$ cat src/rtl/cnt_sched.sv
// Prescaled up-counter with one-shot/reload modes, pause, stop and done pulse.
// Terminal count reached PRESCALE*(lim+1) cycles after start absent pause.
module cnt_sched #(
  parameter int PRESCALE = 4
) (
  input  logic       clk,
  input  logic       res,
  input  logic       start,
  input  logic       stop,
  input  logic       pause,
  input  logic       auto,
  input  logic [3:0] limit,
  output logic [3:0] q,
  output logic       busy,
  output logic       done,
  output logic [3:0] passes
);

  localparam int PW = (PRESCALE > 2) ? $clog2(PRESCALE) : 1;
  localparam logic [PW-1:0] PMAX = PW'(PRESCALE - 1);

  typedef enum logic [1:0] {
    IDLE  = 2'd0,
    RUN   = 2'd1,
    PAUSE = 2'd2
  } state_t;

  state_t        state, state_n;
  logic [PW-1:0] pre, pre_n;
  logic [3:0]    lim, lim_n;
  logic [3:0]    q_n, passes_n;
  logic          mode, mode_n;
  logic          done_n;

  always_ff @(posedge clk) begin
    if (res) begin
      state  <= IDLE;
      pre    <= '0;
      lim    <= '0;
      mode   <= 1'b0;
      q      <= '0;
      passes <= '0;
      done   <= 1'b0;
    end else begin
      state  <= state_n;
      pre    <= pre_n;
      lim    <= lim_n;
      mode   <= mode_n;
      q      <= q_n;
      passes <= passes_n;
      done   <= done_n;
    end
  end

  // PAUSE with pause low behaves exactly like RUN, so each paused
  // cycle costs exactly one cycle of delay.
  always_comb begin
    state_n  = state;
    pre_n    = pre;
    lim_n    = lim;
    mode_n   = mode;
    q_n      = q;
    passes_n = passes;
    done_n   = 1'b0;
    unique case (state)
      IDLE: begin
        if (start && !stop) begin
          lim_n    = limit;
          mode_n   = auto;
          q_n      = '0;
          pre_n    = '0;
          passes_n = '0;
          state_n  = RUN;
        end
      end
      RUN, PAUSE: begin
        if (stop) begin
          state_n = IDLE;
        end else if (pause) begin
          state_n = PAUSE;
        end else begin
          state_n = RUN;
          if (pre == PMAX) begin
            pre_n = '0;
            if (q != lim) begin
              q_n = q + 4'd1;
            end else begin
              done_n   = 1'b1;
              passes_n = (passes == 4'd15) ? passes : passes + 4'd1;
              if (mode) q_n = '0;
              else state_n = IDLE;
            end
          end else begin
            pre_n = pre + PW'(1);
          end
        end
      end
      default: state_n = IDLE;
    endcase
  end

  assign busy = (state != IDLE);

endmodule

$ cat config.mk
export PLATFORM = sky130hd
export DESIGN_NAME = cnt_sched
export DESIGN_NICKNAME = d
export VERILOG_FILES = /design/src/rtl/cnt_sched.sv
export SDC_FILE = /design/constraint.sdc
export NUM_CORES = 1
export LEC_CHECK = 0
export ABC_AREA = 1
export CAP_MARGIN = 25
export CORE_MARGIN = 1.5
export CORE_UTILIZATION = 50
export DETAILED_ROUTE_END_ITERATION = 16
export GPL_TIMING_DRIVEN = 0
export PLACE_DENSITY = 0.77
export REMOVE_ABC_BUFFERS = 1
export SLEW_MARGIN = 20
export SYNTH_ARGS = -nofsm -noshare
export SYNTH_HDL_FRONTEND = slang
export SYNTH_SLANG_ARGS = --single-unit
export TNS_END_PERCENT = 30
$ cat constraint.sdc
create_clock -name clk -period 2.06 [get_ports clk]
set_input_delay 0.309 -clock clk [delete_from_list [all_inputs] [get_ports clk]]
set_output_delay 0.309 -clock clk [all_outputs]
set_load 0.005 [all_outputs]
==> results.ini, run 1 <==
[floorplan]
start_util_pct=53.9
i_o_pin_total=20
design.die.area_mm2=0.00242
fp.dieH_um=49.2
fp.dieW_um=49.2
rows=16
core_area_mm2=0.00198

[finish]
synthToLayoutAreaGrowth_pct=23.2
inserted_diodes=0
finish.net_count=184
layout_commonest_cell=sky130_fd_sc_hd__nand2_1
n_fill_cell=177
mostFrequentLayoutCells=sky130_fd_sc_hd__nand2_1 (27), sky130_fd_sc_hd__clkdlybuf4s50_1 (19), sky130_fd_sc_hd__dfxtp_1 (18), sky130_fd_sc_hd__inv_1 (17), sky130_fd_sc_hd__a21oi_1 (16)
drive_above_1_share_pct=13.7
design_area_mm2=0.00132

[logic_synthesis]
synth_top_family_by_area=simple AND/OR/NAND/NOR gates
ys_ff_latch=18
synth-xor-area-share_pct=0.821
synth_seq_area_share_pct=33.8
synth.cell_area_mm2=0.00107
synth.avg_cell_area_um2=7.26
synthCells=147
yosysWarningCount=0
adder_cell_fraction_of_synth_area_pct=5.86
yosys-mux-area-fraction_pct=0
synth_compound_area_share_pct=14.9
synthSimpleGateAreaFrac_pct=35.2
synth_cell_type_count=26

[status]
run_status=finished, final reports clean

[routing]
drt_drc_violations_left=0
number_of_nets_with_antenna_violations_after_routing=0
drt-pass1-iter-count=4
routed_via_density=5.36
vias=1046
drt_wl_total_um=2330
first_iter_violations=15
post_drt_wl_per_cell_um=12.0

[worst_hold_path]
worstHoldPathType=reg2reg

[timing]
timing_worst_slew_pin_value_ps=344
final-setup-viol-count=0
setup-tns-final_ps=0
clock.fmax_mhz=540
hold_violations=0
post-route-period-util_pct=89.9
post-route-worst-setup-slack_ps=209
final_max_slew_viol_count=0
layout_min_cycle_time_ps=1850
timing.clock.skew_ps=8.66
max-slew-margin-rel_pct=77.0
grt_setup_unrepaired=no

[critical_path]
crit_path_start_kind=flop
endpoint_kind=flop
cp_slowest_cell=sky130_fd_sc_hd__ha_2
required_ps=2280
worstSetupPathType=reg2reg
critical_path.cell_chain=inv_1, ha_2, nand2_1, o21a_1, nor2_4, nand3_4, nand2_1, o21ai_1, and2_1
critical_path_arrival_ps=2070
critical-path-top-cell-by-count=sky130_fd_sc_hd__nand2_1
crit_path_max_incr_delay_ps=460
critPathMaxFanout=9
critical-path-top-delay-family=simple AND/OR/NAND/NOR gates
cp_num_buf_inv=1

[global_routing]
grt-ovfl-total=0
number_of_global_route_vias_before_repair=976
globalRouteTotalUtil_pct=21.8
grt_max_degree=11
antenna_found_initial=0
first_pass_grt_wire_length_um=4090

[pwr]
p_per_area_mw_per_mm2=701
p_leak_nw=0.521
vdd_ir_drop_max_mv=0.663

[cts]
clkLatencyLatePin_ps=310
cts_max_path_buffers=2
tritoncts.num_buffers=3
post_cts_buffers=0
clockRootBuffer=sky130_fd_sc_hd__clkbuf_4
cts_num_sinks=18
number_of_h_tree_levels=1
clock_pin_slew_of_the_registers_on_the_worst_case_setup_and_hold_paths_ps=110
cts_tree=done

[place]
dp_hpwl_um=1820
placed_cell_area_mm2=0.00128
gp_routability_congestion=0.811
place.port_buffers=19
dpl_worst_slack_ps=108

[flow_run]
drv.max_cap_violation_count=0

[sequential cells by signal, summed over array words and instances (netlist names)]
signal  cells
q           4
mode        1
done        1
lim         4
state       2
pre         2
passes      4
[routing by layer]
layer | routed length (um) | vias up | track usage (%)
li1 | - | 524 | -
met1 | 996 | 489 | 24.7
met2 | 1180 | 25 | 37.4
met3 | 109 | 8 | 6.13
met4 | 49 | 0 | 10.0
met5 | 0 | - | 0
[stage by stage]
step | utilization [%] | cells | hold WS, ps | power (mW)
finish | 66.4 | 195 | 482 | 0.921
global route | 66.4 | 195 | 510 | 0.977
CTS | 66.2 | 195 | 484 | 0.918
detailed placement | 64.4 | 191 | 466 | 0.702
global placement | 64.4 | 191 | 455 | 0.689
floorplan | - | 145 | 378 | 0.610
[layout make-up]
class	count	area (um^2)	area share (%)
clock buffers	4	36.3	2.76
inverters	23	86.3	6.57
multi-input cells	104	608	46.2
flip-flops and latches	18	360	27.4
well taps	27	33.8	2.57
repair buffers	19	190	14.5
[path summary, 6_finish.rpt]
check | start | endpoint | slack (ps) | depth (start not counted)
setup reg to reg | state[1]$_SDFFE_PP0N_ | passes[1]$_SDFFE_PP0P_ | 210 | 9
hold reg to reg | pre[1]$_SDFFE_PP0P_ | pre[1]$_SDFFE_PP0P_ | 480 | 2
setup / recovery | state[1]$_SDFFE_PP0N_ | passes[1]$_SDFFE_PP0P_ | 210 | 9
hold / removal | pre[1]$_SDFFE_PP0P_ | pre[1]$_SDFFE_PP0P_ | 480 | 2
[tightest hold or removal path, delay by kind of cell (launching register included)]
family           cells  cell delay, ps
flip-flops           1             330
AND/OR/NAND/NOR      1              60
AO/OA/AOI/OAI        1              50
[cells by family after synthesis]
family,Yosys count
buffers and inverters,25
AOI/OAI and AO/OA,30
adders and majority gates,5
xor gates and xnor gates,1
and+or+nand+nor,68
DFF,18
[where the power goes]
group	total [mW]	internal [mW]	leakage, nW	switching, mW
registers	0.399	0.373	0.147	0.0265
logic	0.298	0.119	0.353	0.178
clock network	0.224	0.108	0.0210	0.116
[Yosys cell counts]
library cell	number	area (um^2)
sky130_fd_sc_hd__nand2_1	27	101
sky130_fd_sc_hd__dfxtp_1	18	360
sky130_fd_sc_hd__inv_1	17	63.8
sky130_fd_sc_hd__a21oi_1	16	80.1
sky130_fd_sc_hd__nor2_1	13	48.8
sky130_fd_sc_hd__o21ai_0	9	45.0
sky130_fd_sc_hd__nand3_1	7	35.0
sky130_fd_sc_hd__ha_1	5	62.6
sky130_fd_sc_hd__inv_2	5	18.8
sky130_fd_sc_hd__nand4_1	5	31.3
sky130_fd_sc_hd__nand2_4	4	45.0
sky130_fd_sc_hd__nand2_2	3	18.8
sky130_fd_sc_hd__o21ai_1	3	15.0
sky130_fd_sc_hd__nor2_4	2	22.5
sky130_fd_sc_hd__nor3_1	2	10.0
sky130_fd_sc_hd__and2_1	1	6.26
sky130_fd_sc_hd__buf_6	1	11.3
sky130_fd_sc_hd__clkbuf_1	1	3.75
sky130_fd_sc_hd__clkinv_1	1	3.75
sky130_fd_sc_hd__nand3_4	1	17.5
sky130_fd_sc_hd__nand4_2	1	12.5
sky130_fd_sc_hd__nor2_8	1	20.0
sky130_fd_sc_hd__nor4_1	1	6.26
sky130_fd_sc_hd__o21a_1	1	7.51
sky130_fd_sc_hd__o21bai_2	1	11.3
sky130_fd_sc_hd__xor2_1	1	8.76
[timing repair]
action / 4_1_cts / 5_1_grt
gates resized for setup: 0 / 1
setup endpoints to repair: 0 / 5
hold buffers: 0 / 0
Note: power is estimated with default switching activity, not from simulation.
==> run 2, diff against run 1 <==
--- a/config.mk
+++ b/config.mk
@@ -11,7 +11,8 @@
 export CORE_UTILIZATION = 50
 export DETAILED_ROUTE_END_ITERATION = 16
 export GPL_TIMING_DRIVEN = 0
-export PLACE_DENSITY = 0.77
+export PLACE_DENSITY = 0.75
+export RECOVER_POWER = 50
 export REMOVE_ABC_BUFFERS = 1
 export SLEW_MARGIN = 20
 export SYNTH_ARGS = -nofsm -noshare
==> results.ini, run 2 (synthesis gave the netlist of run 1 again) <==
[pwr]
p_leak_nw=0.544  ; +4.5%
vdd_ir_drop_max_mv=0.424  ; -36%
p_int_mw=0.557  ; -7.3%
power_frac_clock_pct=21.2  ; -3.1 points
power.sequential.fraction_pct=45.5  ; +2.2 points
power.total_mw=0.875  ; -5.0%
p_comb_share_pct=33.3  ; +1.0 points
p_per_area_mw_per_mm2=673  ; -4.0%
power.share.switching_pct=36.4  ; +1.6 points
p_sw_mw=0.319  ; -0.76%

[critical_path]
endpoint_kind=flop
cp_num_buf_inv=1  ; unchanged
critical-path-top-delay-family=simple AND/OR/NAND/NOR gates
worstSetupPathType=reg2reg
required_ps=2270  ; about the same
critical_path_arrival_ps=2060  ; about the same
crit_path_max_incr_delay_ps=450  ; about the same
critical-path-top-cell-by-count=sky130_fd_sc_hd__nand2_1
crit_path_start_kind=flop
cp_slowest_cell=sky130_fd_sc_hd__ha_2
critical_path.cell_chain=inv_1, ha_2, nand2_1, o21a_1, nor2_4, nand3_4, nand2_1, o21ai_1, and2_1
critPathMaxFanout=9  ; unchanged

[timing]
timing.clock.skew_ps=2.31  ; -6.34 ps
final_max_slew_viol_count=0  ; unchanged
setup-tns-final_ps=0  ; unchanged
final-setup-viol-count=0  ; unchanged
hold_ws_ps=483  ; +1.66 ps
max-slew-margin-rel_pct=77.1  ; +0.13 points
hold_violations=0  ; unchanged
clock.fmax_mhz=541  ; +0.14%
grt_setup_unrepaired=no
post-route-period-util_pct=89.7  ; -0.13 points
layout_min_cycle_time_ps=1850  ; -2.59 ps
timing_worst_slew_pin_value_ps=342  ; -1.98 ps

[routing]
first_iter_violations=13  ; -2
vias=996  ; -4.8%
drt_wl_total_um=2290  ; -1.9%
post_drt_wl_per_cell_um=11.8  ; -1.4%
drt-pass1-iter-count=4  ; unchanged
routed_via_density=5.13  ; -4.3%
drt_drc_violations_left=0  ; unchanged
number_of_nets_with_antenna_violations_after_routing=0  ; unchanged

[global_routing]
grt-ovfl-total=0  ; unchanged
globalRouteTotalUtil_pct=21.2  ; -0.58 points
first_pass_grt_wire_length_um=3990  ; -2.5%
antenna_found_initial=0  ; unchanged
number_of_global_route_vias_before_repair=923  ; -5.4%
grt_max_degree=11  ; unchanged

[cts]
number_of_h_tree_levels=1  ; unchanged
clock_pin_slew_of_the_registers_on_the_worst_case_setup_and_hold_paths_ps=100  ; about the same
clockRootBuffer=sky130_fd_sc_hd__clkbuf_4
clkLatencyLatePin_ps=310  ; about the same
cts_num_sinks=18  ; unchanged
tritoncts.num_buffers=3  ; unchanged
cts_tree=done
post_cts_buffers=0  ; unchanged
cts_max_path_buffers=2  ; unchanged

[place]
place.port_buffers=19  ; unchanged
placed_cell_area_mm2=0.00128  ; unchanged
dp_hpwl_um=1700  ; -6.2%
gp_routability_congestion=0.791  ; -2.4%

[floorplan]
design.die.area_mm2=0.00242  ; unchanged
rows=16  ; unchanged
i_o_pin_total=20  ; unchanged
core_area_mm2=0.00198  ; unchanged
start_util_pct=53.9  ; unchanged
fp.dieH_um=49.2  ; unchanged
fp.dieW_um=49.2  ; unchanged

[finish]
top_regs=lim x4, passes x4, q x4
design_area_mm2=0.00130  ; -1.0%
finish.net_count=184  ; unchanged
layout.core_utilization_pct=65.7  ; -0.69 points
inserted_diodes=0  ; unchanged
synthToLayoutAreaGrowth_pct=21.9
drive_above_1_share_pct=13.2  ; -0.52 points
mostFrequentLayoutCells=sky130_fd_sc_hd__nand2_1 (27), sky130_fd_sc_hd__dfxtp_1 (18), sky130_fd_sc_hd__inv_1 (17), sky130_fd_sc_hd__a21oi_1 (16), sky130_fd_sc_hd__nor2_1 (13)
layout_commonest_cell=sky130_fd_sc_hd__nand2_1

[worst_hold_path]
worstHoldPathType=reg2reg

[flow_run]
drv.max_cap_violation_count=0  ; unchanged

[status]
run_status=finished, final reports clean

## run 2: layer usage
layer / GRT usage [%] / up-vias / routed length [um]
met5: 0 / - / 0
met4: 11.4 / 0 / 43
met3: 4.29 / 5 / 83
met2: 32.4 / 19 / 1060
met1: 27.8 / 446 / 1100
li1: - / 526 / -
## run 2: cell type report
cell class | count | area [um^2]
Clock buffer | 3 | 22.5
Inverter | 23 | 86.3
Multi-Input combinational cell | 104 | 608
Sequential cell | 18 | 360
Fill cell | 187 | 681
Tap cell | 27 | 33.8
Timing Repair Buffer | 19 | 190
## run 2: metrics by stage
| stage | setup WS (ps) | instances |
|---|---|---|
| 2_1_floorplan | 347 | 145 |
| 3_3_place_gp | 169 | 191 |
| 3_5_place_dp | 140 | 191 |
| 4_1_cts | 132 | 194 |
| 5_1_grt | 36.4 | 194 |
| 6_report | 211 | 194 |
## run 2: worst paths after layout
| kind | startpoint | endpoint | slack [ps] | cells past startpoint |
|---|---|---|---|---|
| worst max-delay path | state[1]$_SDFFE_PP0N_ | passes[1]$_SDFFE_PP0P_ | 210 | 9 |
| worst min-delay path | pre[0]$_SDFFE_PP0P_ | pre[0]$_SDFFE_PP0P_ | 480 | 2 |
| worst max register to register | state[1]$_SDFFE_PP0N_ | passes[1]$_SDFFE_PP0P_ | 210 | 9 |
| worst min register to register | pre[0]$_SDFFE_PP0P_ | pre[0]$_SDFFE_PP0P_ | 480 | 2 |
## run 2: what timing repair did
item / in CTS / in global routing
hold endpoints to repair: 0 / 0
resized for setup: 0 / 1
endpoints found under the setup margin: 0 / 3
hold buffers: 0 / 0
## run 2: tightest hold or removal path, stage by stage, from the launching register on
cell                      delay (ps)
sky130_fd_sc_hd__dfxtp_1         340
sky130_fd_sc_hd__inv_1            50
sky130_fd_sc_hd__a21oi_1          50
## run 2: power by group through the flow
| stage | combinational (mW) | sequential [mW] | clock (mW) |
|---|---|---|---|
| 2_1_floorplan | 0.209 | 0.401 | 0 |
| 3_3_place_gp | 0.284 | 0.404 | 0 |
| 3_5_place_dp | 0.290 | 0.406 | 0 |
| 4_1_cts | 0.292 | 0.398 | 0.188 |
| 5_1_grt | 0.327 | 0.403 | 0.201 |
| 6_report | 0.291 | 0.398 | 0.186 |
==> run 3, diff against run 2 <==
==> constraint.sdc (replaced) <==
create_clock -name clk -period 2.06 [get_ports clk]
set_input_delay 0.412 -clock clk [delete_from_list [all_inputs] [get_ports clk]]
set_output_delay 0.412 -clock clk [all_outputs]
set_load 0.005 [all_outputs]
==> results.ini, run 3 (synthesis gave the netlist of run 1 again) <==
[routing]
vias=994  ; -0.20%
drt_wl_total_um=2290  ; +0.22%
routed-wl-met3_um=90  ; +8.4%
first_iter_violations=14  ; +1
drt-pass1-iter-count=4  ; unchanged
number_of_nets_with_antenna_violations_after_routing=0  ; unchanged
routed_via_density=5.12  ; -0.20%
drt_drc_violations_left=0  ; unchanged
post_drt_wl_per_cell_um=11.8  ; +0.22%
dr_wl_met2_um=1060  ; unchanged
m1WireLength_um=1100  ; -0.18%
top_layer=met4

[finish]
finish.net_count=184  ; unchanged
layout.area.seq_um2=360  ; unchanged
multi_input_comb_area_um2=608  ; unchanged
inserted_diodes=0  ; unchanged
drive_above_1_share_pct=13.2  ; unchanged
n_fill_cell=187  ; unchanged
synthToLayoutAreaGrowth_pct=21.9  ; unchanged
layout_commonest_cell=sky130_fd_sc_hd__nand2_1
top_regs=lim x4, passes x4, q x4
layout.core_utilization_pct=65.7  ; unchanged
mostFrequentLayoutCells=sky130_fd_sc_hd__nand2_1 (27), sky130_fd_sc_hd__dfxtp_1 (18), sky130_fd_sc_hd__inv_1 (17), sky130_fd_sc_hd__a21oi_1 (16), sky130_fd_sc_hd__nor2_1 (13)

[cts]
cts_max_path_buffers=2  ; unchanged
clockRootBuffer=sky130_fd_sc_hd__clkbuf_4
clock_pin_slew_of_the_registers_on_the_worst_case_setup_and_hold_paths_ps=100  ; about the same
cts_num_sinks=18  ; unchanged
tritoncts.num_buffers=3  ; unchanged
number_of_h_tree_levels=1  ; unchanged
clkLatencyLatePin_ps=310  ; about the same
cts_tree=done
ctsHoldBuffers=0  ; unchanged

[critical_path]
crit_start=state[0]$_SDFFE_PP0N_
crit_path_start_kind=flop
r2r_cells=9  ; unchanged
r2r_end=passes[1]$_SDFFE_PP0P_
critical_path_arrival_ps=1490  ; -570 ps
timing.critical_path.to=busy
critPathMaxFanout=4  ; -5
endpoint_kind=output port
regToRegStartpoint=state[1]$_SDFFE_PP0N_
required_ps=1650  ; -620 ps
worstSetupPathType=reg2out
ff2ff_setup_slack_ps=210  ; about the same

[global_routing]
grt-ovfl-total=0  ; unchanged
globalRouteTotalUtil_pct=21.2  ; unchanged
first_pass_grt_wire_length_um=3990  ; unchanged
antenna_found_initial=0  ; unchanged
number_of_global_route_vias_before_repair=923  ; unchanged
grt_max_degree=11  ; unchanged

[floorplan]
fp.dieW_um=49.2  ; unchanged
fp.dieH_um=49.2  ; unchanged
start_util_pct=53.9  ; unchanged
core_area_mm2=0.00198  ; unchanged
i_o_pin_total=20  ; unchanged
design.die.area_mm2=0.00242  ; unchanged
rows=16  ; unchanged

[timing]
max-slew-margin-rel_pct=76.9  ; -0.25 points
timing_worst_slew_pin_value_ps=346  ; +3.76 ps
setup-tns-final_ps=0  ; unchanged
post-route-worst-setup-slack_ps=163  ; -48.9 ps
final-setup-viol-count=0  ; unchanged
final_max_slew_viol_count=0  ; unchanged
hold_violations=0  ; unchanged
grt_setup_unrepaired=no
clock.fmax_mhz=527  ; -2.6%
post-route-period-util_pct=92.1  ; +2.4 points
layout_min_cycle_time_ps=1900  ; +48.9 ps
timing.clock.skew_ps=2.12  ; -0.187 ps
hold_ws_ps=483  ; +0.0450 ps

[place]
gp_routability_congestion=0.791  ; unchanged
dpl_worst_slack_ps=69.9  ; -70.2 ps
place.port_buffers=19  ; unchanged
dp_hpwl_um=1700  ; unchanged

[pwr]
p_leak_nw=0.541  ; -0.59%
p_per_area_mw_per_mm2=673  ; about the same
vdd_ir_drop_max_mv=0.424  ; about the same
power.total_mw=0.876  ; about the same

[worst_hold_path]
worstHoldPathType=reg2reg

[flow_run]
drv.max_cap_violation_count=0  ; unchanged

[status]
run_status=finished, final reports clean

==> run 3: cell counts in the layout (fill, tap and decap cells not counted) <==
No cell type changed its count.
==> run 3: layer usage <==
layer  track usage (%)  vias up
met2              32.4       21
li1                  -      526
met1              27.8      442
met5                 0        -
met3              4.29        5
met4              11.4        0
==> run 3: worst min-delay path by stage <==
| stage | startpoint | to | slack (ps) | cells past startpoint |
|---|---|---|---|---|
| 2_1_floorplan | pre[1]$_SDFFE_PP0P_ | pre[1]$_SDFFE_PP0P_ | 440 | 2 |
| 3_3_place_gp | lim[1]$_SDFFE_PP0P_ | lim[1]$_SDFFE_PP0P_ | 450 | 2 |
| 3_5_place_dp | lim[2]$_SDFFE_PP0P_ | lim[2]$_SDFFE_PP0P_ | 470 | 2 |
| 4_1_cts | lim[1]$_SDFFE_PP0P_ | lim[1]$_SDFFE_PP0P_ | 480 | 2 |
| 5_1_grt | lim[1]$_SDFFE_PP0P_ | lim[1]$_SDFFE_PP0P_ | 510 | 2 |
| 6_report | pre[0]$_SDFFE_PP0P_ | pre[0]$_SDFFE_PP0P_ | 480 | 2 |
==> run 3: area by class of cell <==
type                            instances  share of cell area, %
Multi-Input combinational cell        104                   46.7
Sequential cell                        18                   27.7
Timing Repair Buffer                   19                   14.6
Inverter                               23                   6.63
Tap cell                               27                   2.60
Clock buffer                            3                   1.73
==> run 3: critical path: stages (launching register included) <==
cell and delay (ps):
sky130_fd_sc_hd__dfxtp_1 370, sky130_fd_sc_hd__inv_1 60, sky130_fd_sc_hd__ha_2 180, sky130_fd_sc_hd__inv_2 70
sky130_fd_sc_hd__clkdlybuf4s50_1 490
==> run 3: report_power, final <==
part | total, mW | switching (mW) | internal [mW]
combinational | 0.291 | 0.176 | 0.115
sequential | 0.398 | 0.0256 | 0.373
clock | 0.186 | 0.118 | 0.0684
==> run 3: metrics by stage <==
| stage | cell area (um^2) | instances |
|---|---|---|
| floorplan | 1050 | 145 |
| global placement | 1280 | 191 |
| detailed placement | 1280 | 191 |
| CTS | 1300 | 194 |
| global route | 1300 | 194 |
| finish | 1300 | 194 |
==> run 3: repair_timing <==
item | in CTS | in global routing
buffers inserted | 0 | 0
endpoints found under the setup margin | 0 | 3
gates resized for setup | 0 | 1
